`src/rtl/layer_pkg.sv`:
```
// layer_pkg
// Shared types and constants for the layer compositor.
//   game_state_t : PLAY / HIT / WIN / OVER encoding, which is also the
//                  game_state port value
//   *_RGB        : fixed colours for dots, walls, end screens and background
//   TRANSPARENT_DEFAULT : sprite colour that means "not drawn"
package layer_pkg;

    typedef enum logic [1:0] {
        ST_PLAY = 2'd0,
        ST_HIT  = 2'd1,
        ST_WIN  = 2'd2,
        ST_OVER = 2'd3
    } game_state_t;

    localparam logic [23:0] DOT_RGB             = 24'h00FFAA;
    localparam logic [23:0] WALL_RGB            = 24'h1F2BDB;
    localparam logic [23:0] WIN_RGB             = 24'h00FF00;
    localparam logic [23:0] OVER_RGB            = 24'h0000FF;
    localparam logic [23:0] BG_RGB              = 24'h000000;
    localparam logic [23:0] TRANSPARENT_DEFAULT = 24'h000000;

    // A layer is drawn only when it claims the pixel and its colour is not the
    // transparent key.
    function automatic logic layer_opaque(input logic hit, input logic [23:0] rgb,
                                          input logic [23:0] transparent);
        return hit && (rgb != transparent);
    endfunction

endpackage

```
`src/rtl/ghost_priority_mux.sv`:
```
// ghost_priority_mux
// Resolves overlapping ghost sprites: the lowest-index opaque ghost wins.
// Ports:
//   is_ghost   in  NUM_GHOSTS     per-ghost hit at this pixel
//   ghost_rgb  in  24*NUM_GHOSTS  per-ghost colour, ghost 0 in [23:0]
//   any_opaque out 1              at least one ghost is drawn here
//   sel_rgb    out 24             colour of the winning ghost (BG if none)
module ghost_priority_mux
    import layer_pkg::*;
#(
    parameter int          NUM_GHOSTS  = 4,
    parameter logic [23:0] TRANSPARENT = TRANSPARENT_DEFAULT
) (
    input  logic [NUM_GHOSTS-1:0]    is_ghost,
    input  logic [24*NUM_GHOSTS-1:0] ghost_rgb,
    output logic                     any_opaque,
    output logic [23:0]              sel_rgb
);

    // Scan from the highest index down so the lowest opaque index is the
    // last assignment and therefore the winner.
    always_comb begin
        any_opaque = 1'b0;
        sel_rgb    = BG_RGB;
        for (int i = NUM_GHOSTS - 1; i >= 0; i--) begin
            if (layer_opaque(is_ghost[i], ghost_rgb[i*24 +: 24], TRANSPARENT)) begin
                any_opaque = 1'b1;
                sel_rgb    = ghost_rgb[i*24 +: 24];
            end
        end
    end

endmodule

```
`src/rtl/layer_compositor.sv`:
```
// layer_compositor
// Per-pixel layer compositor plus game-state engine for the VGA path.
// Colour is resolved by priority (end screen, ghosts, Pac, live dot, wall)
// and registered with one cycle of latency. Dot liveness, score, lives and
// the PLAY/HIT/WIN/OVER machine are also kept here so each dot eaten and
// each collision counts exactly once.
// Ports:
//   Clk, Reset_n              pixel clock, async active-low reset
//   frame_start               one-cycle pulse at start of frame
//   pix_valid, DrawX, DrawY   current pixel and active-video flag
//   is_wall                   maze wall at pixel
//   is_pac, pac_rgb           Pac layer
//   is_ghost, ghost_rgb       ghost layers, ghost 0 in [23:0]
//   is_dot, dot_idx           dot region and index
//   is_end_font               end-screen glyph pixel
//   restart                   honoured only in WIN/OVER
//   VGA_R/G/B, rgb_valid      registered colour and registered pix_valid
//   alive, score, lives       game counters
//   game_state, pac_hit       state and one-cycle hit-accepted pulse
//
// state   | meaning
// --------+--------------------------------------------------------
// PLAY    | normal play; dots can be eaten, collisions recorded
// HIT     | frozen for HIT_FRAMES frames after a hit, Pac blinks
// WIN     | all dots eaten; end screen, waits for restart
// OVER    | out of lives; end screen, waits for restart
module layer_compositor
    import layer_pkg::*;
#(
    parameter int          NUM_GHOSTS  = 4,
    parameter int          NUM_DOTS    = 10,
    parameter int          DOT_W       = $clog2(NUM_DOTS),
    parameter int          SCORE_W     = 8,
    parameter int          LIVES       = 3,
    parameter int          HIT_FRAMES  = 60,
    parameter logic [23:0] TRANSPARENT = TRANSPARENT_DEFAULT
) (
    input  logic                     Clk,
    input  logic                     Reset_n,
    input  logic                     frame_start,
    input  logic                     pix_valid,
    input  logic [9:0]               DrawX,
    input  logic [9:0]               DrawY,
    input  logic                     is_wall,
    input  logic                     is_pac,
    input  logic [23:0]              pac_rgb,
    input  logic [NUM_GHOSTS-1:0]    is_ghost,
    input  logic [24*NUM_GHOSTS-1:0] ghost_rgb,
    input  logic                     is_dot,
    input  logic [DOT_W-1:0]         dot_idx,
    input  logic                     is_end_font,
    input  logic                     restart,
    output logic [7:0]               VGA_R,
    output logic [7:0]               VGA_G,
    output logic [7:0]               VGA_B,
    output logic                     rgb_valid,
    output logic [NUM_DOTS-1:0]      alive,
    output logic [SCORE_W-1:0]       score,
    output logic [2:0]               lives,
    output logic [1:0]               game_state,
    output logic                     pac_hit
);

    localparam int              HOLD_W     = $clog2(HIT_FRAMES + 1);
    localparam logic [2:0]      LIVES_INIT = 3'(LIVES);
    localparam logic [HOLD_W-1:0] HOLD_INIT = HOLD_W'(HIT_FRAMES);
    localparam logic [SCORE_W-1:0] SCORE_MAX = '1;

    game_state_t         state_q, state_d;
    logic [HOLD_W-1:0]   hold_q, hold_d;
    logic [2:0]          lives_q, lives_d;
    logic [SCORE_W-1:0]  score_q, score_d;
    logic [NUM_DOTS-1:0] alive_q, alive_d;
    logic                hit_flag_q, hit_flag_d;
    logic                pac_hit_q, pac_hit_d;
    logic [3:0]          frame_cnt_q, frame_cnt_d;
    logic [23:0]         rgb_q, rgb_d;
    logic                rgb_valid_q;

    logic                ghost_any;
    logic [23:0]         ghost_sel_rgb;
    logic                pac_opaque;
    logic                pac_shown;
    logic                dot_live;
    logic                eat;
    logic                collide;

    // Pixel position is already folded into the upstream layer lookups.
    logic                unused_draw;
    assign unused_draw = ^{DrawX, DrawY};

    ghost_priority_mux #(
        .NUM_GHOSTS  (NUM_GHOSTS),
        .TRANSPARENT (TRANSPARENT)
    ) u_ghost_mux (
        .is_ghost   (is_ghost),
        .ghost_rgb  (ghost_rgb),
        .any_opaque (ghost_any),
        .sel_rgb    (ghost_sel_rgb)
    );

    assign pac_opaque = layer_opaque(is_pac, pac_rgb, TRANSPARENT);
    assign pac_shown  = pac_opaque && !((state_q == ST_HIT) && frame_cnt_q[3]);

    // Out-of-range indices match no loop iteration, so they read as dead.
    always_comb begin
        dot_live = 1'b0;
        for (int i = 0; i < NUM_DOTS; i++) begin
            if (dot_idx == DOT_W'(i)) begin
                dot_live = alive_q[i];
            end
        end
    end

    assign eat     = (state_q == ST_PLAY) && pix_valid && is_dot && dot_live && pac_opaque;
    assign collide = (state_q == ST_PLAY) && pix_valid && pac_opaque && ghost_any;

    // Colour uses the pre-update alive vector, so the eating pixel still
    // shows Pac (which outranks the dot anyway).
    always_comb begin
        rgb_d = BG_RGB;
        if (pix_valid) begin
            if (state_q == ST_WIN) begin
                rgb_d = is_end_font ? WIN_RGB : BG_RGB;
            end else if (state_q == ST_OVER) begin
                rgb_d = is_end_font ? OVER_RGB : BG_RGB;
            end else if (ghost_any) begin
                rgb_d = ghost_sel_rgb;
            end else if (pac_shown) begin
                rgb_d = pac_rgb;
            end else if (is_dot && dot_live) begin
                rgb_d = DOT_RGB;
            end else if (is_wall) begin
                rgb_d = WALL_RGB;
            end
        end
    end

    always_ff @(posedge Clk or negedge Reset_n) begin
        if (!Reset_n) begin
            state_q <= ST_PLAY;
        end else begin
            state_q <= state_d;
        end
    end

    // Next-state and game counters. The frame_start decision looks at the
    // hit_flag and alive values from before this cycle; the coincident pixel
    // belongs to the new frame and seeds the new hit_flag.
    always_comb begin
        state_d     = state_q;
        hold_d      = hold_q;
        lives_d     = lives_q;
        score_d     = score_q;
        alive_d     = alive_q;
        hit_flag_d  = hit_flag_q | collide;
        pac_hit_d   = 1'b0;
        frame_cnt_d = frame_cnt_q + {3'b000, frame_start};

        if (eat) begin
            for (int i = 0; i < NUM_DOTS; i++) begin
                if (dot_idx == DOT_W'(i)) begin
                    alive_d[i] = 1'b0;
                end
            end
            if (score_q != SCORE_MAX) begin
                score_d = score_q + SCORE_W'(1);
            end
        end

        if (restart && ((state_q == ST_WIN) || (state_q == ST_OVER))) begin
            alive_d    = '1;
            score_d    = '0;
            lives_d    = LIVES_INIT;
            hit_flag_d = 1'b0;
            state_d    = ST_PLAY;
        end else if (frame_start) begin
            hit_flag_d = collide;
            unique case (state_q)
                ST_PLAY: begin
                    // Win outranks a same-frame hit; lives stay untouched.
                    if (alive_q == '0) begin
                        state_d = ST_WIN;
                    end else if (hit_flag_q) begin
                        lives_d   = lives_q - 3'd1;
                        pac_hit_d = 1'b1;
                        if (lives_q <= 3'd1) begin
                            state_d = ST_OVER;
                        end else begin
                            state_d = ST_HIT;
                            hold_d  = HOLD_INIT;
                        end
                    end
                end
                ST_HIT: begin
                    if (hold_q <= HOLD_W'(1)) begin
                        hold_d  = '0;
                        state_d = ST_PLAY;
                    end else begin
                        hold_d = hold_q - HOLD_W'(1);
                    end
                end
                default: begin
                end
            endcase
        end
    end

    always_ff @(posedge Clk or negedge Reset_n) begin
        if (!Reset_n) begin
            hold_q      <= '0;
            lives_q     <= LIVES_INIT;
            score_q     <= '0;
            alive_q     <= '1;
            hit_flag_q  <= 1'b0;
            pac_hit_q   <= 1'b0;
            frame_cnt_q <= '0;
            rgb_q       <= BG_RGB;
            rgb_valid_q <= 1'b0;
        end else begin
            hold_q      <= hold_d;
            lives_q     <= lives_d;
            score_q     <= score_d;
            alive_q     <= alive_d;
            hit_flag_q  <= hit_flag_d;
            pac_hit_q   <= pac_hit_d;
            frame_cnt_q <= frame_cnt_d;
            rgb_q       <= rgb_d;
            rgb_valid_q <= pix_valid;
        end
    end

    assign VGA_R      = rgb_q[23:16];
    assign VGA_G      = rgb_q[15:8];
    assign VGA_B      = rgb_q[7:0];
    assign rgb_valid  = rgb_valid_q;
    assign alive      = alive_q;
    assign score      = score_q;
    assign lives      = lives_q;
    assign game_state = state_q;
    assign pac_hit    = pac_hit_q;

endmodule
```
`config.mk`:
```
export PLATFORM = sky130hd
export DESIGN_NAME = layer_compositor
export DESIGN_NICKNAME = d
export VERILOG_FILES = /design/src/rtl/layer_pkg.sv /design/src/rtl/ghost_priority_mux.sv /design/src/rtl/layer_compositor.sv
export SDC_FILE = /design/constraint.sdc
export NUM_CORES = 1
export LEC_CHECK = 0
export BUFFER_PORTS_ARGS = -buffer_cell sky130_fd_sc_hd__buf_4
export CAP_MARGIN = 20
export CORE_ASPECT_RATIO = 0.8
export CORE_MARGIN = 3
export CORE_UTILIZATION = 35
export CTS_CLUSTER_SIZE = 25
export DETAILED_ROUTE_END_ITERATION = 8
export PLACE_DENSITY = 0.7
export SYNTH_ARGS = -nofsm -noshare
export SYNTH_HDL_FRONTEND = slang
export SYNTH_SLANG_ARGS = --single-unit
export TNS_END_PERCENT = 10
```
`constraint.sdc`:
```
create_clock -name Clk -period 6.2 [get_ports Clk]
set_input_delay 0.31 -clock Clk [delete_from_list [all_inputs] [get_ports Clk]]
set_output_delay 0.31 -clock Clk [all_outputs]
set_load 0.005 [all_outputs]
```
Word level (Yosys, flattened, before mapping)
Cells that the tools add are included.
- input bits: 157
- output and inout port bits: 49
- logic and storage cells: 168
- register bits after elaboration: 60
- equal/unequal tests: 19
- $add $sub $neg: 4
- order comparisons: 2
- bitwise gates (word level): 2
- reductions and logical operators: 56
- muxes and demuxes: 66
- operator list (operator ; number):
    two-way mux 24 bit ; 9
    nonzero test 24 bit ; 5
    two-way mux 21 bit ; 2
    two-way mux 8 bit ; 4
    nonzero test 2 bit ; 16
    two-way mux 1 bit ; 31
    two-way mux 6 bit ; 4
    AND reduction 2 bit ; 11
    two-way mux 10 bit ; 2
    == test 4 x 3 -> 1 bit (second input constant) ; 4
    two-way mux 16 bit ; 1
    logical AND 1 bit ; 15
    two-way mux 3 bit ; 5
    two-way mux 2 bit ; 6
    case mux 6 bit (2 select lines) ; 1
    logical NOT 10 bit ; 1
    adder 8 x 1 -> 8 bit (second input constant) ; 1
    == test 4 x 2 -> 1 bit (second input constant) ; 2
    == test 4 bit (second input constant) ; 2
    inequality test 2 bit (second input constant) ; 4
    inequality test 8 bit (second input constant) ; 1
    AND reduction 4 bit ; 2
    less-or-equal comparator 6 x 1 -> 1 bit (second input constant) ; 1
    AND reduction 6 bit ; 1
    17 further kinds ; 18

Depth between registers and ports, before layout
- depth in word-level cells: 18
- depth in mapped cells: 9
- mapped depth without buffers: 8

By module
A second synthesis with hierarchy kept.
- cells, all modules: 577
- area total of the unflattened synthesis: 4390.5 µm²
- modules (own cells, without submodules) (module ; cells an instance ; instances ; seq. area each (µm²) ; area each (µm²)):
    layer_compositor ; 346 ; 1 ; 1516.5 ; 3213.1
    ghost_priority_mux ; 231 ; 1 ; 0.0 ; 1177.4

Least setup slack after synthesis
OpenSTA, ideal clock, no wires.
- kind: register to register
- from: reg state_q[1] (netlist: game_state[1])
- to: reg score_q[5] (netlist: score[5])
- path slack: 3.925 ns
- arrival time: 2.197 ns
- path buffers: 1
- cell stages (with the launch flop): 9
- required time: 6.123 ns
- period minus slack after synthesis: 2.275 ns
- library setup time: 0.077 ns
- cell sequence: dfrtp_1 -> buf_2 -> inv_1 -> nand2_1 -> or2_2 -> a2111oi_4 -> nand2_4 -> or3_1 -> a21oi_1
- word-level cells in the longest chain between the ends: 7
- elaborated cells between the ends (all ways): 13
- classes of those cells: 2 x eq/ne; 1 x mux; 10 x reduce/logical
- ends and longest elaborated chain (element ; line ; text):
    start, declared ; layer_compositor.sv:69 ; game_state_t state_q, state_d;
    start signal, assigned ; layer_compositor.sv:143 ; state_q <= state_d;
    logical NOT 2 bit ; layer_compositor.sv:115 ; assign eat = (state_q == ST_PLAY) && pix_valid && is_dot && dot_live && pac_opaque;
    logical AND 1 bit (4 in a row) ; layer_compositor.sv:115 ;
    nonzero test 2 bit (no line) ; n/a ;
    AND reduction 2 bit (no line) ; n/a ;
    end signal, assigned ; layer_compositor.sv:223 ; score_q <= score_d;
    end, declared ; layer_compositor.sv:72 ; logic [SCORE_W-1:0] score_q, score_d;
Parallel ways exist; a longest one is shown, timed or not.
A chain may end at the register's enable or synchronous reset.

Worst setup path in the final report
- from: in ghost_rgb[90]
- to: reg rgb_q[4]
- word-level cells in the longest chain between the ends: 10
- elaborated cells between the ends (all ways): 14
- classes of those cells: 12 x mux; 2 x reduce/logical
- ends and longest elaborated chain (element ; line ; text):
    start, declared ; layer_compositor.sv:48 ; input logic [24*NUM_GHOSTS-1:0] ghost_rgb,
    nonzero test 24 bit (*) ; layer_pkg.sv:27 ; return hit && (rgb != transparent);
    logical AND 1 bit (*) ; layer_pkg.sv:27 ;
    two-way mux 24 bit or two-way mux 1 bit (tied branches) (4 in a row) ; ghost_priority_mux.sv:26 ; if (layer_opaque(is_ghost[i], ghost_rgb[i*24 +: 24], TRANSPARENT)) begin
    two-way mux 24 bit (*) ; layer_compositor.sv:127 ; end else if (ghost_any) begin
    two-way mux 24 bit (*) ; layer_compositor.sv:125 ; end else if (state_q == ST_OVER) begin
    two-way mux 24 bit (*) ; layer_compositor.sv:123 ; if (state_q == ST_WIN) begin
    two-way mux 24 bit (*) ; layer_compositor.sv:122 ; if (pix_valid) begin
    named net rgb_d[4] ; layer_compositor.sv:77 ; logic [23:0] rgb_q, rgb_d;
    end signal, assigned ; layer_compositor.sv:228 ; rgb_q <= rgb_d;
    end, declared ; layer_compositor.sv:77 ;
The timed path passes the listed nets; every way through them passes the cells marked *.

==> flow_summary.rst <==
.. list-table::
   :header-rows: 1

   * - Metric
     - Value
   * - Status
     - completed
   * - R2R Path Start
     - game_state[1]
   * - Vertical die dimension
     - approximately 100 um
   * - Seq. cell area
     - roughly 1500 um^2
   * - Sequential cell area fraction in the yosys report
     - 38.0%
   * - Sum of overflow across all layers after global routing
     - 0
   * - Worst Hold Margin
     - approximately 63 ps
   * - Via count normalized by instance count
     - between 5 and 6
   * - Worst relative slew slack
     - between 40% and 50%
   * - Remaining routing DRC violations
     - 0
   * - Category of the worst setup path launch point
     - input pin
   * - Highest net fanout along the worst path
     - 8
   * - Cell with the most instances after synthesis
     - sky130_fd_sc_hd__nand2_1
   * - RSZ-0062 raised after global routing
     - false
   * - Critical path class
     - input pin to flip-flop
   * - Buffer depth of the longest clock path
     - 2
   * - Pin count of the biggest net entering global routing
     - 61
   * - Setup_tns
     - 0 ps
   * - Inserted Diodes
     - 0
   * - Path category of the worst min-delay check
     - input pin to asynchronous set/reset pin
   * - Largest voltage drop on the vdd net
     - 139 uV
   * - Synthesized flop and latch total
     - 60
   * - Top cells by instance count after synthesis
     - sky130_fd_sc_hd__nand2_1, sky130_fd_sc_hd__a21oi_1, sky130_fd_sc_hd__dfrtp_1, sky130_fd_sc_hd__o21ai_0, sky130_fd_sc_hd__nor4_1
   * - Power Dens Cells
     - approximately 280 nW/um^2
   * - Area after DPL
     - roughly 5500 um^2
   * - Static leakage power
     - about 2.6 nW
   * - Async SR Flop Fraction
     - 100%
   * - Net count reported at finish
     - between 800 and 900
   * - Yosys warnings
     - 0
   * - Post-Place Cells
     - around 790
   * - Overall fraction of global-route tracks in use
     - between 20 and 25%
   * - Synth-to-layout area growth
     - 44.4%
   * - Hold buffers post-CTS
     - 0
   * - Critical path endpoint category
     - flip-flop
   * - Worst Path Arrival
     - between 2000 and 3000 ps
   * - Area of the die
     - 12,700 um^2
   * - Length in cells of the worst reg-to-reg path
     - 7
   * - Final-report setup violation count
     - 0
   * - Worst Setup Slack post-DPL
     - 3170 ps
   * - Min Clock Period, post-route
     - ~2800 ps
   * - Detailed Routing Iterations Pass 1
     - 5
   * - Initial antenna violation count
     - 0
   * - Clock latency of the later-clocked register in the worst-skew pair
     - roughly 330 ps
   * - Fillers
     - about 1,000
   * - Total CTS buffers
     - 9
   * - Reg-to-reg setup timing slack
     - approximately 3500 ps
   * - Post-layout instance count excluding filler cells
     - between 800 and 900
   * - # IOs
     - a little over 200
   * - Layout cell share with drive strength beyond 1
     - between 30% and 40%
   * - Clock input transition at the sequential cells of the worst setup and hold paths
     - ~50 ps
   * - Clock Sink Count
     - 60
   * - Fraction of the cycle the final worst path needs
     - a little under half
   * - Last weighted congestion value of the routability-driven placer
     - approximately 0.94
   * - Maximum achievable frequency
     - roughly 360 MHz
   * - Standard cell core area
     - between 10,000 and 15,000 um^2
   * - DR vias
     - roughly 4,700
   * - Least-Margin Pin Slew
     - between 800 and 900 ps
   * - Count of input and output buffers
     - between 150 and 200
   * - Detailed Route WL
     - ~15,000 um
   * - Prevailing post-synth register cell
     - sky130_fd_sc_hd__dfrtp_1
   * - Global-route wire length before repair
     - ~23,000 um
   * - Initial core utilization
     - 36.3%
   * - Via count of the first global-routing pass
     - about 4,300
   * - Final std cell area, no fill
     - ~5800 um^2
   * - CTS Root Cell
     - sky130_fd_sc_hd__clkbuf_16
   * - Critical path data required time
     - between 6000 and 7000 ps
   * - Dominant cell type by area after synthesis
     - sky130_fd_sc_hd__dfrtp_1
   * - H-tree level count
     - 3
   * - Count of instances resized after the clock tree is built
     - 0
   * - CTS tree
     - built
   * - Post-DP HPWL
     - 12,200 um
   * - Area share of the largest cell type after synthesis
     - 30.1%
   * - Cells after synthesis
     - 488
   * - Overall die width
     - 125 um
   * - Synth Area per Inst
     - approximately 8.2 um^2
   * - Final slew viol count
     - 0
   * - Top area cells in the synthesized netlist
     - sky130_fd_sc_hd__dfrtp_1, sky130_fd_sc_hd__dfstp_2, sky130_fd_sc_hd__a21oi_1
   * - Total area of multi-input combinational cells
     - 2300 um^2
   * - Critical register-to-register path endpoint
     - score[5]
   * - Distinct cell type count after synthesis
     - 57
   * - Worst path setup slack after routing
     - roughly 3400 ps
   * - Avg WL per Cell
     - ~19 um
   * - Std cell rows
     - 34
   * - Number of max-cap violations
     - 0
   * - Post-synth net total
     - about 650
   * - Count of flip-flops with a built-in enable after synthesis
     - 0
   * - Initial detailed-routing violation count
     - between 500 and 600
   * - Cell area after synthesis
     - 3990 um^2
   * - Worst clock skew
     - roughly 6.5 ps
   * - Detail Route Antenna Nets
     - 0
   * - Count of buffers added by post-CTS timing repair for setup
     - 0
   * - Total count of hold-check failures in the final report
     - 0
-- cells in the final DEF (no fill, tap or decap), drive strengths merged, types with 9 or more instances in the layout --
master	count
a211oi	21
a21oi	48
buf	189
clkbuf	13
dfrtp	48
dfstp	12
inv	14
nand2	60
nand3	24
nand4	9
nor2	26
nor3	11
nor4	36
o21a	10
o21ai	48
-- area by class of cell --
class	instances	share of cell area, %
clock buffer	13	4.35
clock inverter	2	0.608
inverter	14	0.913
multi-input combinational	386	40.0
sequential	60	26.3
tap	144	3.13
timing repair buffer	189	24.6
-- routing by layer --
layer	vias up	part of all wire [%]	GRT usage, %
met1	2232	42	31.2
met3	42	9.1	5.54
met2	218	45	33.7
met5	-	0	0
met4	0	3.1	8.58
li1	2192	-	-
-- flip-flops by register name, summed over array words and instances, names as in the netlist --
name and cells:
hit_flag_q 1, pac_hit 1, hold_q 6, alive 10, game_state 2, score 8, lives 3, rgb_q 24
frame_cnt_q 4, rgb_valid 1
-- power breakdown --
group	switching, mW	internal [mW]	total [mW]
sequential	0.0886	0.504	0.592
combinational	0.284	0.256	0.541
clock	0.163	0.319	0.481
-- how the worst max path moves through the flow --
| stage | endpoint | startpoint |
|---|---|---|
| floorplan | score[5] | game_state[1] |
| global placement | rgb_q[6] | ghost_rgb[84] |
| detailed placement | rgb_q[4] | ghost_rgb[84] |
| CTS | score[5] | game_state[1] |
| global route | rgb_q[4] | ghost_rgb[84] |
| finish | rgb_q[4] | ghost_rgb[90] |
-- logic make-up after synthesis --
logic type / after synthesis / synth area share, %
and+or+nand+nor: 192 / 24.4
AOI/OAI and AO/OA: 175 / 28.5
DFF: 60 / 38.0
buffers and inverters: 42 / 4.17
xor gates and xnor gates: 10 / 2.20
adders and majority gates: 7 / 2.20
muxes: 2 / 0.502
-- worst max-delay path, cell delays in order --
cell	delay [ps]
sky130_fd_sc_hd__buf_4	110
sky130_fd_sc_hd__nor4_1	360
sky130_fd_sc_hd__nand4_1	180
sky130_fd_sc_hd__o21ai_0	520
sky130_fd_sc_hd__nand4_1	420
sky130_fd_sc_hd__a21oi_1	820
sky130_fd_sc_hd__a311oi_1	210
-- stage by stage --
step	power, mW	utilization (%)
after detailed placement	1.13	49.9
final	1.61	52.5
after global routing	1.71	52.5
after global placement	1.12	49.9
after floorplan	0.866	-
after CTS	1.62	52.5
Note: power is estimated with default switching activity, not from simulation.
